File: src/rtl/counter_report_serializer_if.sv
// counter_report_serializer_if: counter inputs, snapshot request and byte-stream handshake
interface counter_report_serializer_if;
  logic [63:0] count0;
  logic [63:0] count1;
  logic req;
  logic ready;
  logic [7:0] data;
  logic valid;
  logic busy;
  logic done;
  logic overrun;
  modport master (
    input count0, count1, req, ready,
    output data, valid, busy, done, overrun
  );
  modport slave (
    output count0, count1, req, ready,
    input data, valid, busy, done, overrun
  );
endinterface

File: src/rtl/counter_report_serializer.sv
// counter_report_serializer: snapshots two 64-bit counters and streams them as an 18-byte checksummed frame
module counter_report_serializer #(
  parameter logic [7:0] HEADER = 8'hA5,
  parameter int FRAME_LEN = 18
) (
  input logic clk,
  input logic rst,
  counter_report_serializer_if.master bus
);
  typedef enum logic {IDLE, SEND} state_t;
  localparam logic [4:0] LAST = 5'(FRAME_LEN - 1);
  state_t state, state_nxt;
  logic [4:0] idx;
  logic [63:0] snap0, snap1;
  logic [7:0] csum, byte_sel;
  logic [2:0] sel;
  logic send, accept, last, capture, done_q, overrun_q;
  always_comb begin
    send = state == SEND;
    accept = send && bus.ready;
    last = accept && idx == LAST;
    capture = !send && bus.req;
    // indices 1-8 and 9-16 share the same low three bits of idx-1
    sel = 3'(idx - 5'd1);
    byte_sel = idx == 5'd0 ? HEADER :
               idx == LAST ? csum :
               idx <= 5'd8 ? 8'(snap0 >> {sel, 3'b000}) : 8'(snap1 >> {sel, 3'b000});
    state_nxt = capture ? SEND : last ? IDLE : state;
  end
  always_ff @(posedge clk) begin
    if (rst) begin
      state <= IDLE;
      idx <= 5'd0;
      snap0 <= 64'd0;
      snap1 <= 64'd0;
      csum <= 8'd0;
      done_q <= 1'b0;
      overrun_q <= 1'b0;
    end else begin
      state <= state_nxt;
      done_q <= last;
      if (bus.req && send) overrun_q <= 1'b1;
      if (capture) begin
        snap0 <= bus.count0;
        snap1 <= bus.count1;
        idx <= 5'd0;
        csum <= 8'd0;
      end else if (accept) begin
        csum <= csum ^ bus.data;
        idx <= last ? 5'd0 : idx + 5'd1;
      end
    end
  end
  assign bus.data = send ? byte_sel : 8'h00;
  assign bus.valid = send;
  assign bus.busy = send;
  assign bus.done = done_q;
  assign bus.overrun = overrun_q;
endmodule

File: src/flat_wrapper.sv
// flat-port wrapper written by rule: the top's interface ports become plain ports
module counter_report_serializer_flat 
#(
  parameter logic [7:0] HEADER = 8'hA5,
  parameter int FRAME_LEN = 18
)
  (clk, rst, bus_count0, bus_count1, bus_req, bus_ready, bus_data, bus_valid, bus_busy, bus_done, bus_overrun);
  counter_report_serializer_if bus_i ();
  input logic clk;
  input logic rst;
  input wire logic [$bits(bus_i.count0)-1:0] bus_count0;
  input wire logic [$bits(bus_i.count1)-1:0] bus_count1;
  input wire logic [$bits(bus_i.req)-1:0] bus_req;
  input wire logic [$bits(bus_i.ready)-1:0] bus_ready;
  output wire logic [$bits(bus_i.data)-1:0] bus_data;
  output wire logic [$bits(bus_i.valid)-1:0] bus_valid;
  output wire logic [$bits(bus_i.busy)-1:0] bus_busy;
  output wire logic [$bits(bus_i.done)-1:0] bus_done;
  output wire logic [$bits(bus_i.overrun)-1:0] bus_overrun;
  assign bus_i.count0 = bus_count0;
  assign bus_i.count1 = bus_count1;
  assign bus_i.req = bus_req;
  assign bus_i.ready = bus_ready;
  assign bus_data = bus_i.data;
  assign bus_valid = bus_i.valid;
  assign bus_busy = bus_i.busy;
  assign bus_done = bus_i.done;
  assign bus_overrun = bus_i.overrun;
  counter_report_serializer #(.HEADER(HEADER), .FRAME_LEN(FRAME_LEN)) u_core (.clk(clk), .rst(rst), .bus(bus_i));
endmodule
File: config.mk
export PLATFORM = sky130hd
export DESIGN_NAME = counter_report_serializer_flat
export DESIGN_NICKNAME = d
export VERILOG_FILES = /design/src/rtl/counter_report_serializer_if.sv /design/src/rtl/counter_report_serializer.sv /design/src/flat_wrapper.sv
export SDC_FILE = /design/constraint.sdc
export NUM_CORES = 1
export LEC_CHECK = 0
export BUFFER_PORTS_ARGS = -buffer_cell sky130_fd_sc_hd__buf_2
export CAP_MARGIN = 15
export CORE_ASPECT_RATIO = 1.1
export CORE_UTILIZATION = 35
export CTS_BUF_LIST = sky130_fd_sc_hd__clkbuf_16
export CTS_CLUSTER_SIZE = 30
export DETAILED_ROUTE_END_ITERATION = 16
export GPL_TIMING_DRIVEN = 0
export PLACE_DENSITY = 0.52
export SLEW_MARGIN = 10
export SYNTH_ARGS = -nofsm -noshare
export SYNTH_HDL_FRONTEND = slang
export SYNTH_SLANG_ARGS = --single-unit
File: constraint.sdc
create_clock -name clk -period 3.1 [get_ports clk]
set_input_delay 0.155 -clock clk [delete_from_list [all_inputs] [get_ports clk]]
set_output_delay 0.155 -clock clk [all_outputs]
set_load 0.02 [all_outputs]
### Word-level counts from Yosys, hierarchy flattened

Index checks and enable logic that the tools add are counted.

* $add $sub $neg: 2
* magnitude comparators: 1
* equality and inequality tests: 1
* shift operators: 2
* multiplexer cells: 7
* bitwise logic cells: 1
* reduce and logical (&&, ||, !) cells: 8

Operators with widths (number)
* $shr A64 B6 Y8: 2
* $mux W8: 4
* $xor A8 B8 Y8: 1
* $add A5 B1 Y5 const B: 1
* $eq A5 B5 Y1 const B: 1
* $le A5 B4 Y1 const B: 1
* $logic_not A5 Y1: 1
* $mux W5: 1
* $logic_and A1 B1 Y1: 4
* $sub A3 B1 Y3 const B: 1
* $mux W1: 2
* $reduce_bool A2 Y1: 1
* $reduce_or A2 Y1: 1
* $logic_not A1 Y1: 1

* register bits: 144
* output and inout bits: 12

### Depth between registers and ports, before layout

Gate-level depths: netlist of run 1.

* depth in word-level cells: 7
* mapped depth: 12

### Worst setup path before layout of run 1

OpenSTA, ideal clock, no wires.

* path kind: register -> output
* start: reg u_core.idx[0]
* end: out bus_data[5]
* arrival time: 2.794 ns
* required time: 2.945 ns
* path slack: 0.151 ns
* cell stages (with the launch flop): 13
* cell sequence: dfxtp_1 > buf_2 > clkinv_1 > ha_1 > clkbuf_1 > clkbuf_1 > nand3_1 > mux2i_1 > a211oi_1 > a2bb2oi_1 > o211ai_1 > mux2i_1 > a21boi_0

* cells in the longest elaborated chain, start to end: 6
* elaborated cells on any way between the ends: 10
* those cells by class: add/sub (1); order compare (1); eq/ne (1); shift (2); mux (4); reduce/logical (1)

RTL lines
* from (decl): RTL line counter_report_serializer.sv:13 `logic [4:0] idx;`
* from (signal assigned): RTL line counter_report_serializer.sv:50 `idx <= last ? 5'd0 : idx + 5'd1;`
* $sub A3 B1 Y3: RTL line counter_report_serializer.sv:24 `sel = 3'(idx - 5'd1);`
* $shr A64 B6 Y8: RTL line counter_report_serializer.sv:27 `idx <= 5'd8 ? 8'(snap0 >> {sel, 3'b000}) : 8'(snap1 >> {sel, 3'b000});`
* $mux W8: RTL line counter_report_serializer.sv:27
* $mux W8: RTL line counter_report_serializer.sv:26 `idx == LAST ? csum :`
* $mux W8 *: RTL line counter_report_serializer.sv:25 `byte_sel = idx == 5'd0 ? HEADER :`
* $mux W8 *: RTL line counter_report_serializer.sv:54 `assign bus.data = send ? byte_sel : 8'h00;`
* to (decl): RTL line flat_wrapper.sv:15 `output wire logic [$bits(bus_i.data)-1:0] bus_data;`

Mark *: on every way between the ends. The rest lies on a longest branch, timed or not.

### Worst setup path in the final report of run 1

* start: reg u_core.idx[0]
* end: out bus_data[0]

The elaborated chain is that of the path after synthesis.

==> results.sh, run 1 <==
export IMPL_drc=0
export IMPL_drv_slew=0
export IMPL_diodes=0
export IMPL_powerDensity_mw_per_mm2=470.3
export IMPL_clock_skew_ns=0.005505
export IMPL_max_freq_mhz=331.6
export IMPL_grt_pass1_wl_um=37220
export IMPL_r2r_start="u_core.idx[0]"
export IMPL_htree_levels=4
export IMPL_nets=1277
export IMPL_grt_use_total_pct=25.45
export IMPL_synth_area_leaders="dfxtp_1 (44%), nand2_1 (17%), a21oi_1 (11%), mux2i_1 (5.2%), clkbuf_1 (2.8%)"
export IMPL_cts_tree="done"
export IMPL_worst_setup_path_type="reg2out"
export IMPL_cp_top_family="compound AO/OA/AOI/OAI gates"
export IMPL_hp_start="bus_count0[27]"
export IMPL_first_pass_iters=5
export IMPL_status="finished, final reports clean"
export IMPL_post_drt_wl_per_cell_um=17.37
export IMPL_rows=52
export IMPL_end_kind="output pin"
export IMPL_ff2ff_path_depth=12
export IMPL_globalRoute_totalOverflow=0
export IMPL_finalCritPeriodShare_pct=97.28
export IMPL_comb_power_share_pct=14.8
export IMPL_crit_fanout=7
export IMPL_synth_top_area_share_pct=43.96
export IMPL_p_switching_mw=1.187
export IMPL_port_buffers=142
export IMPL_coreArea_mm2=0.01835
export IMPL_synthFlopType="dfxtp_1"
export IMPL_yosysTopAreaCell="dfxtp_1"
export IMPL_p_int_mw=3.423
export IMPL_p_seq_share_pct=43.7
export IMPL_r2r_slack_ns=0.53
export IMPL_critPathSlowestCell="dfxtp_4"
export IMPL_synth_distinct_cells=48
export IMPL_period_needed_ns=3.016
export IMPL_clock_sinks=144
export IMPL_cp_startpoint="u_core.idx[0]"
export IMPL_gp_congestion=0.8031
export IMPL_fillerInstances=1820
export IMPL_cap_violations=0
export IMPL_synth_fp_nets=979
export IMPL_io_pins=144
export IMPL_holdCritPathClass="in2reg"
export IMPL_drive_gt1_share_pct=21.14
export IMPL_leakagePower_nw=3.952
export IMPL_die_w_um=132.5
export IMPL_die_h_um=145.6
export IMPL_yosysMostFrequentCell="nand2_1"
export IMPL_synth_edf_count=0
export IMPL_drt_wl_total_um=24270
export IMPL_drtAntennaViolNets=0
export IMPL_power_mw=4.609
export IMPL_worst_pin_slew_ns=1.025
export IMPL_setup_viol=0
export IMPL_path_common_cell="buf_12"
export IMPL_worstPathArrival_ns=2.86
export IMPL_async_flop_share_pct=0
export IMPL_grt_start_max_net_pins=17
export IMPL_design_area_mm2=0.009801
export IMPL_antenna_found_initial=0
export IMPL_worst_path_largest_cell_delay_ns=0.38
export IMPL_cp_num_buf_inv=4
export IMPL_syn_area_mm2=0.006558
export IMPL_yosysWarningCount=0
export IMPL_clk_path_buf_depth=2
export IMPL_r2r_end="u_core.csum[2]"
export IMPL_grt_pass1_vias=6783
export IMPL_syn_inst=844
export IMPL_synth_seq_cells=144
export IMPL_clock_root_buffer="clkbuf_16"
export IMPL_viasPerCell=4.988
export IMPL_syn_avg_cell_area_um2=7.770
export IMPL_switching_share_pct=25.74
export IMPL_final_util_pct=53.42
export IMPL_clkTransAtPathRegs_ns=0.06
export IMPL_crit_chain="clkinv_8 -> ha_4 -> nand2b_4 -> a21o_4 -> buf_12 -> buf_12 -> mux4_2 -> a2bb2oi_2 -> o211ai_1 -> mux2i_1 -> a21boi_1 -> buf_4"
export IMPL_dpl_cell_area_mm2=0.007572
export IMPL_cts_buffers=17
export IMPL_relSlewSlack_pct=31.63
export IMPL_clk_latency_ns=0.42
export IMPL_hold_depth=3
export IMPL_start_kind="flop"
export IMPL_ir_worst_vdd_v=0.0004014
export IMPL_drtIter0Drc=380
export IMPL_finalHoldViolCount=0
export IMPL_synth_common_cells="nand2_1 (293), a21oi_1 (144), dfxtp_1 (144)"
export IMPL_area_growth_pct=49.46
export IMPL_dp_hpwl_um=16620
export IMPL_clkPwrFrac_pct=41.5
export IMPL_die_area_mm2=0.01929
export IMPL_vias=6968
export IMPL_ys_seq_area_share_pct=43.96
export IMPL_start_util_pct=35.74
export IMPL_min_to="u_core.snap0[27]"
export IMPL_cp_required_ns=2.94
[repair_timing]
item / CTS / global route
setup endpoints to repair: 16 / 8
hold buffers: 117 / 0
hold endpoints to repair: 117 / 0
setup buffers: 12 / 8
resized for setup: 47 / 22
cloned: 0 / 2
pin swaps: 13 / 9
[power groups by stage]
stage	Combinational [mW]	Sequential, mW	Clock (mW)
after CTS	0.659	2.01	1.94
final	0.680	2.02	1.91
after global routing	0.743	2.03	2.03
after global placement	0.507	2.05	0
after floorplan	0.299	2.03	0
after detailed placement	0.508	2.05	0
[registers in the layout, indices dropped and copies added (netlist names)]
signal              cells
u_core.idx              5
u_core.bus.busy         1
u_core.bus.overrun      1
u_core.bus.done         1
u_core.snap1           64
u_core.csum             8
u_core.snap0           64
[worst max path at each step]
stage / endpoint / cells after the start
finish: bus_data[0] / 12
global route: bus_data[0] / 12
floorplan: bus_data[5] / 12
global placement: bus_data[7] / 13
detailed placement: bus_data[7] / 13
CTS: bus_data[0] / 13
[stage by stage]
stage	TNS, ns	setup slack (ns)	hold WS [ns]	std cells
after floorplan	0	0.1515	0.2910	844
after global routing	-0.007419	-0.006970	0.009747	1397
after global placement	-6.680	-0.7244	0.4016	1229
final	0	0.08434	0.005458	1397
after CTS	0	0.004353	0.001471	1388
after detailed placement	-6.714	-0.7003	0.4017	1229
[layer usage]
| layer | global-route usage (%) | vias up | wire [µm] |
|---|---|---|---|
| li1 | - | 3489 | - |
| met1 | 33.19 | 3238 | 10670 |
| met2 | 42.42 | 205 | 11840 |
| met3 | 4.249 | 36 | 1202 |
| met4 | 8.793 | 0 | 551 |
| met5 | 0 | - | 0 |
[layout by cell type (no fill, tap or decap), types with 3 or more instances in the layout]
cell type and n:
inv_1 6, dfxtp_1 142, o21ai_1 3, nor3_1 7, clkbuf_4 3, mux4_2 6
clkinv_2 3, clkbuf_1 44, buf_12 7, mux2i_1 30, buf_1 5, mux2i_4 3
a311oi_1 4, clkbuf_16 18, dlygate4sd3_1 117, nand3_1 23, nand2_1 293, o22a_1 3
o211a_1 4, nand4_1 4, a31oi_1 3, a211oi_2 5, nand2b_1 3, nand3b_1 9
o21ai_0 8, nor2_1 17, buf_6 5, a2bb2oi_2 3, o211ai_1 8, xor2_1 3
buf_2 144, a211oi_1 4, nor3_2 5, a211oi_4 3, a21oi_1 144, buf_4 18
[tightest hold or removal path: cells and delay by family]
family          cells  cell delay [ns]
compound gates      1             0.06
buf+inv             1             0.10
simple gates        1             0.07
[cell type report]
class                      instances  area [µm²]  share of cell area [%]
clock inverter                    14       112.6                   1.149
clock buffer                      17       425.4                   4.341
timing repair buffer             280        2110                   21.52
inverter                           2       20.02                  0.2043
buffer                            67       370.4                   3.779
sequential                       144        2888                   29.47
multi-input combinational        630        3571                   36.44
tap                              243       304.0                   3.102
[cells by family (layout without fill, tap and decap cells)]
group | after synthesis | count (layout) | synth area share, %
mux | 40 | 40 | 7.308
simple gates | 373 | 373 | 23.77
flops | 144 | 144 | 43.96
compound gates | 208 | 208 | 18.57
fa+ha+maj | 3 | 3 | 0.5725
xor+xnor | 5 | 6 | 0.8970
buf+inv | 71 | 380 | 4.923
No activity file was read; power rests on OpenSTA's default activity.
==> run 2: changes to the inputs <==
Clock period 3.1 ns to 3.6 ns, I/O delays scaled along.
==> results.sh, run 2 (synthesis gave the netlist of run 1 again) <==
export IMPL_status="finished, final reports clean"
export IMPL_drtAntennaViolNets=0
export IMPL_crit_fanout=10
export IMPL_coreArea_mm2=0.01835
export IMPL_p_switching_mw=0.9900
export IMPL_gp_congestion=0.8031
export IMPL_grt_start_max_net_pins=17
export IMPL_layout_commonest_cell="nand2_1"
export IMPL_seq_area_mm2=0.002883
export IMPL_nets=1204
export IMPL_p_seq_share_pct=44.7
export IMPL_final_cell_mix="nand2_1 (293), buf_2 (146), a21oi_1 (144), dfxtp_1 (144), dlygate4sd3_1 (65)"
export IMPL_dp_hpwl_um=16620
export IMPL_die_w_um=132.5
export IMPL_holdCritPathClass="in2reg"
export IMPL_start_kind="flop"
export IMPL_relSlewSlack_pct=34.92
export IMPL_leakagePower_nw=3.556
export IMPL_drv_slew=0
export IMPL_drc=0
export IMPL_path_common_cell="buf_6"
export IMPL_port_buffers=142
export IMPL_comb_power_share_pct=13.0
export IMPL_cp_num_buf_inv=5
export IMPL_rows=52
export IMPL_r2r_slack_ns=0.72
export IMPL_post_drt_wl_per_cell_um=17.15
export IMPL_htree_levels=4
export IMPL_cp_startpoint="u_core.idx[0]"
export IMPL_endpoint="bus_data[0]"
export IMPL_dpl_cell_area_mm2=0.007572
export IMPL_die_area_mm2=0.01929
export IMPL_fin_tns_setup_ns=0
export IMPL_clkTransAtPathRegs_ns=0.06
export IMPL_antenna_found_initial=0
export IMPL_clk_latency_ns=0.42
export IMPL_clk_path_buf_depth=2
export IMPL_viasPerCell=4.998
export IMPL_clock_skew_ns=0.007541
export IMPL_crit_chain="buf_6 -> clkinv_4 -> ha_4 -> nand2b_1 -> a21o_4 -> buf_6 -> buf_8 -> mux4_2 -> a2bb2oi_2 -> o211ai_1 -> mux2i_1 -> a21boi_0 -> buf_2"
export IMPL_ff2ff_path_depth=12
export IMPL_design_area_mm2=0.008865
export IMPL_cts_buffers=17
export IMPL_ir_worst_vdd_v=0.0003290
export IMPL_globalRoute_totalOverflow=0
export IMPL_critPathSlowestCell="dfxtp_1"
export IMPL_end_kind="output pin"
export IMPL_finalCritPeriodShare_pct=95.01
export IMPL_clock_sinks=144
export IMPL_vias=6617
export IMPL_drive_gt1_share_pct=19.06
export IMPL_finalHoldViolCount=0
export IMPL_cp_depth=13
export IMPL_worstPathArrival_ns=3.24
export IMPL_p_int_mw=2.887
export IMPL_top_regs="u_core.snap0 x64, u_core.snap1 x64, u_core.csum x8"
export IMPL_multi_input_area_mm2=0.003436
export IMPL_worst_setup_path_type="reg2out"
export IMPL_cp_required_ns=3.42
export IMPL_max_freq_mhz=292.4
export IMPL_power_mw=3.877
export IMPL_r2r_start="u_core.idx[0]"
export IMPL_clock_root_buffer="clkbuf_16"
export IMPL_worst_pin_slew_ns=0.9762
export IMPL_first_pass_iters=5
export IMPL_grt_pass1_vias=6334
export IMPL_grt_use_total_pct=24.04
export IMPL_r2r_end="u_core.csum[2]"
export IMPL_area_growth_pct=35.18
export IMPL_clkPwrFrac_pct=42.3
export IMPL_io_pins=144
export IMPL_period_needed_ns=3.420
export IMPL_cts_tree="done"
export IMPL_cts_setup_buffers=0
export IMPL_timing_hold_ws_ns=0.01048
export IMPL_cap_violations=0
export IMPL_powerDensity_mw_per_mm2=437.4
export IMPL_grt_pass1_wl_um=34880
export IMPL_cp_top_family="buffers and inverters"
export IMPL_worst_path_largest_cell_delay_ns=0.38
export IMPL_start_util_pct=35.74
export IMPL_switching_share_pct=25.53
export IMPL_drtIter0Drc=314
export IMPL_fillerInstances=1929
export IMPL_drt_wl_total_um=22700
export IMPL_setup_viol=0
export IMPL_diodes=0
export IMPL_die_h_um=145.6
-- run 2: changes by cell type in the layout (fill, tap and decap cells not counted), sizes merged --
cell and change:
buf -18, xor2 -1, clkbuf -2, dlygate4sd3 -52
-- run 2: how the worst min path moves through the flow --
stage,cells after the start,to,slack [ns],from
after floorplan,2,u_core.snap0[13],0.32,bus_count0[13]
after global placement,3,u_core.snap1[38],0.43,bus_count1[38]
after detailed placement,3,u_core.snap1[45],0.43,bus_count1[45]
after CTS,3,u_core.snap0[5],0.00006,bus_count0[5]
after global routing,3,u_core.snap0[18],0.004,bus_count0[18]
final,3,u_core.snap1[25],0.01,bus_count1[25]
-- run 2: layout make-up --
class / instances / area share (%)
inverters: 2 / 0.1411
flip-flops and latches: 144 / 32.52
multi-input cells: 629 / 38.76
clock buffers: 17 / 4.799
well taps: 243 / 3.430
repair buffers: 207 / 15.36
plain buffers: 68 / 3.726
clock inverters: 14 / 1.270
-- run 2: worst reg2reg max path: stages (launching register included) --
cell	delay, ns
dfxtp_1	0.38
buf_6	0.18
clkinv_4	0.13
ha_4	0.23
nand2b_1	0.13
a21o_4	0.20
buf_6	0.18
buf_8	0.17
mux4_2	0.35
a2bb2oi_2	0.21
o211ai_1	0.20
a211oi_1	0.32
nor3_2	0.07
-- run 2: per-stage QoR --
| stage | worst slack [ns] | cells | util [%] |
|---|---|---|---|
| CTS | 0.006701 | 1324 | 48.00 |
| global placement | -0.2494 | 1229 | 41.27 |
| finish | 0.1797 | 1324 | 48.32 |
| detailed placement | -0.2253 | 1229 | 41.27 |
| global route | -0.001160 | 1324 | 48.32 |
| floorplan | 0.6265 | 844 | - |
-- run 2: timing repair --
action                     in CTS  in global routing
pin swaps                       0                  4
hold endpoints to repair       65                  0
hold buffers                   65                  0
setup endpoints to repair      12                  7
gates resized for setup        12                 13
-- run 2: metal layers --
layer  wire length (µm)  global-route usage [%]  up-vias
met5                  0                       0        -
li1                   -                       -     3339
met3               1156                   4.493       27
met4                420                   7.989        0
met2              10890                   39.45      209
met1              10230                   31.71     3042
-- run 2: power by group through the flow --
| stage | Sequential, mW | Combinational [mW] | Clock (mW) |
|---|---|---|---|
| floorplan | 1.75 | 0.257 | 0 |
| finish | 1.73 | 0.503 | 1.64 |
| global route | 1.74 | 0.556 | 1.75 |
| detailed placement | 1.77 | 0.438 | 0 |
| CTS | 1.73 | 0.498 | 1.67 |
| global placement | 1.77 | 0.436 | 0 |
==> run 3: changes to the inputs <==
Settings changed: CTS_CLUSTER_DIAMETER set to 200.
Clock period 3.6 ns to 3.8 ns, I/O delays scaled along.
==> results.sh, run 3 (synthesis gave the netlist of run 1 again) <==
export IMPL_htree_levels=4
export IMPL_clock_root_buffer="clkbuf_16"
export IMPL_drv_slew=0
export IMPL_final_cell_mix="nand2_1 (293), buf_2 (146), a21oi_1 (144), dfxtp_1 (144), clkbuf_1 (46)"
export IMPL_clk_path_buf_depth=2
export IMPL_end_kind="output pin"
export IMPL_gp_congestion=0.8031
export IMPL_clock_sinks=144
export IMPL_place_ws_ns=-0.03532
export IMPL_drt_wl_total_um=22210
export IMPL_crit_fanout=10
export IMPL_finalCritPeriodShare_pct=93.87
export IMPL_worstPathArrival_ns=3.38
export IMPL_start_kind="flop"
export IMPL_max_freq_mhz=280.3
export IMPL_timing_final_ws_setup_ns=0.2330
export IMPL_powerDensity_mw_per_mm2=428.5
export IMPL_antenna_found_initial=0
export IMPL_fillerInstances=1959
export IMPL_post_drt_wl_per_cell_um=17.20
export IMPL_drive_gt1_share_pct=19.47
export IMPL_power_mw=3.647
export IMPL_grt_pass1_vias=6210
export IMPL_port_buffers=142
export IMPL_instances_no_fill=1291
export IMPL_finalHoldViolCount=0
export IMPL_holdCritPathClass="in2reg"
export IMPL_worst_pin_slew_ns=0.9538
export IMPL_top_regs="u_core.snap0 x64, u_core.snap1 x64, u_core.csum x8"
export IMPL_wl_met3_um=1153
export IMPL_route_met2_wl_um=10500
export IMPL_design_area_mm2=0.008512
export IMPL_layout_commonest_cell="nand2_1"
export IMPL_post_place_cells=1229
export IMPL_first_pass_iters=5
export IMPL_period_needed_ns=3.567
export IMPL_cp_required_ns=3.61
export IMPL_drtIter0Drc=317
export IMPL_worst_setup_path_type="reg2out"
export IMPL_grt_start_max_net_pins=17
export IMPL_nets=1171
export IMPL_dpl_cell_area_mm2=0.007572
export IMPL_setup_viol=0
export IMPL_clk_latency_ns=0.42
export IMPL_diodes=0
export IMPL_start_util_pct=35.74
export IMPL_rows=52
export IMPL_coreArea_mm2=0.01835
export IMPL_viasPerCell=5.043
export IMPL_clock_skew_ns=0.006459
export IMPL_clkTransAtPathRegs_ns=0.06
export IMPL_status="finished, final reports clean"
export IMPL_cap_violations=0
export IMPL_ir_worst_vdd_v=0.0003120
export IMPL_die_w_um=132.5
export IMPL_drtAntennaViolNets=0
export IMPL_dp_hpwl_um=16620
export IMPL_relSlewSlack_pct=36.41
export IMPL_globalRoute_totalOverflow=0
export IMPL_drt_met1_wl_um=10100
export IMPL_rsz0062_at_grt="false"
export IMPL_die_h_um=145.6
export IMPL_vias=6511
export IMPL_io_pins=144
export IMPL_cts_buffers=17
export IMPL_drc=0
export IMPL_grt_use_total_pct=23.64
export IMPL_die_area_mm2=0.01929
export IMPL_topRoutingLayerUsed="met4"
export IMPL_leakagePower_nw=3.419
export IMPL_grt_pass1_wl_um=34260
export IMPL_cts_tree="done"
export IMPL_area_growth_pct=29.80
run 3: worst max-delay path, cell delays in order (launching register included):
cell and delay, ns:
dfxtp_1 0.37, buf_4 0.22, clkinv_4 0.12, ha_2 0.28
xnor2_4 0.21, buf_4 0.24, buf_6 0.18, mux2i_1 0.10
a211oi_2 0.35, a2bb2oi_4 0.22, o211ai_1 0.20, mux2i_1 0.17
a21boi_0 0.09, buf_2 0.18
run 3: power breakdown:
group,internal (mW),total [mW],switching (mW)
Combinational,0.182,0.448,0.265
Sequential,1.59,1.64,0.0506
Clock,0.937,1.56,0.620
Total,2.71,3.65,0.936
run 3: per-stage QoR:
stage / utilization [%] / setup TNS, ns / hold WS, ns
2_1_floorplan: - / 0 / 0.3260
3_3_place_gp: 41.27 / -0.07674 / 0.4366
5_1_grt: 46.39 / 0 / 0.0006937
3_5_place_dp: 41.27 / -0.05732 / 0.4367
6_report: 46.39 / 0 / 0.01041
4_1_cts: 46.07 / 0 / 0.00006103
run 3: cell type report:
type	count	area (µm²)	share of cell area, %
Multi-Input combinational cell	629	3425	40.23
Sequential cell	144	2883	33.87
Timing Repair Buffer	174	1031	12.11
Clock buffer	17	425.4	4.998
Buffer	68	319.1	3.748
Tap cell	243	304.0	3.572
Clock inverter	14	112.6	1.323
Inverter	2	12.51	0.1470
run 3: path summary, 6_finish.rpt:
check | cells after the start | to | from | slack (ns)
worst min register to register | 2 | u_core.snap1[8] | u_core.snap1[8] | 0.45
worst max register to register | 12 | u_core.csum[7] | u_core.idx[0] | 0.77
worst max-delay path | 13 | bus_data[7] | u_core.idx[0] | 0.23
worst min-delay path | 3 | u_core.snap0[21] | bus_count0[21] | 0.01
run 3: repair_timing:
action / in CTS / in global routing
gates resized for setup: 6 / 14
endpoints found under the setup margin: 8 / 7
hold endpoints to repair: 32 / 0
hold buffers: 32 / 0
pin swaps: 0 / 2
buffers inserted: 0 / 0
run 3: routing by layer:
layer	GRT usage (%)	vias up
met5	0	-
met4	7.989	0
met3	4.493	26
met2	38.45	212
met1	31.36	2992
li1	-	3281
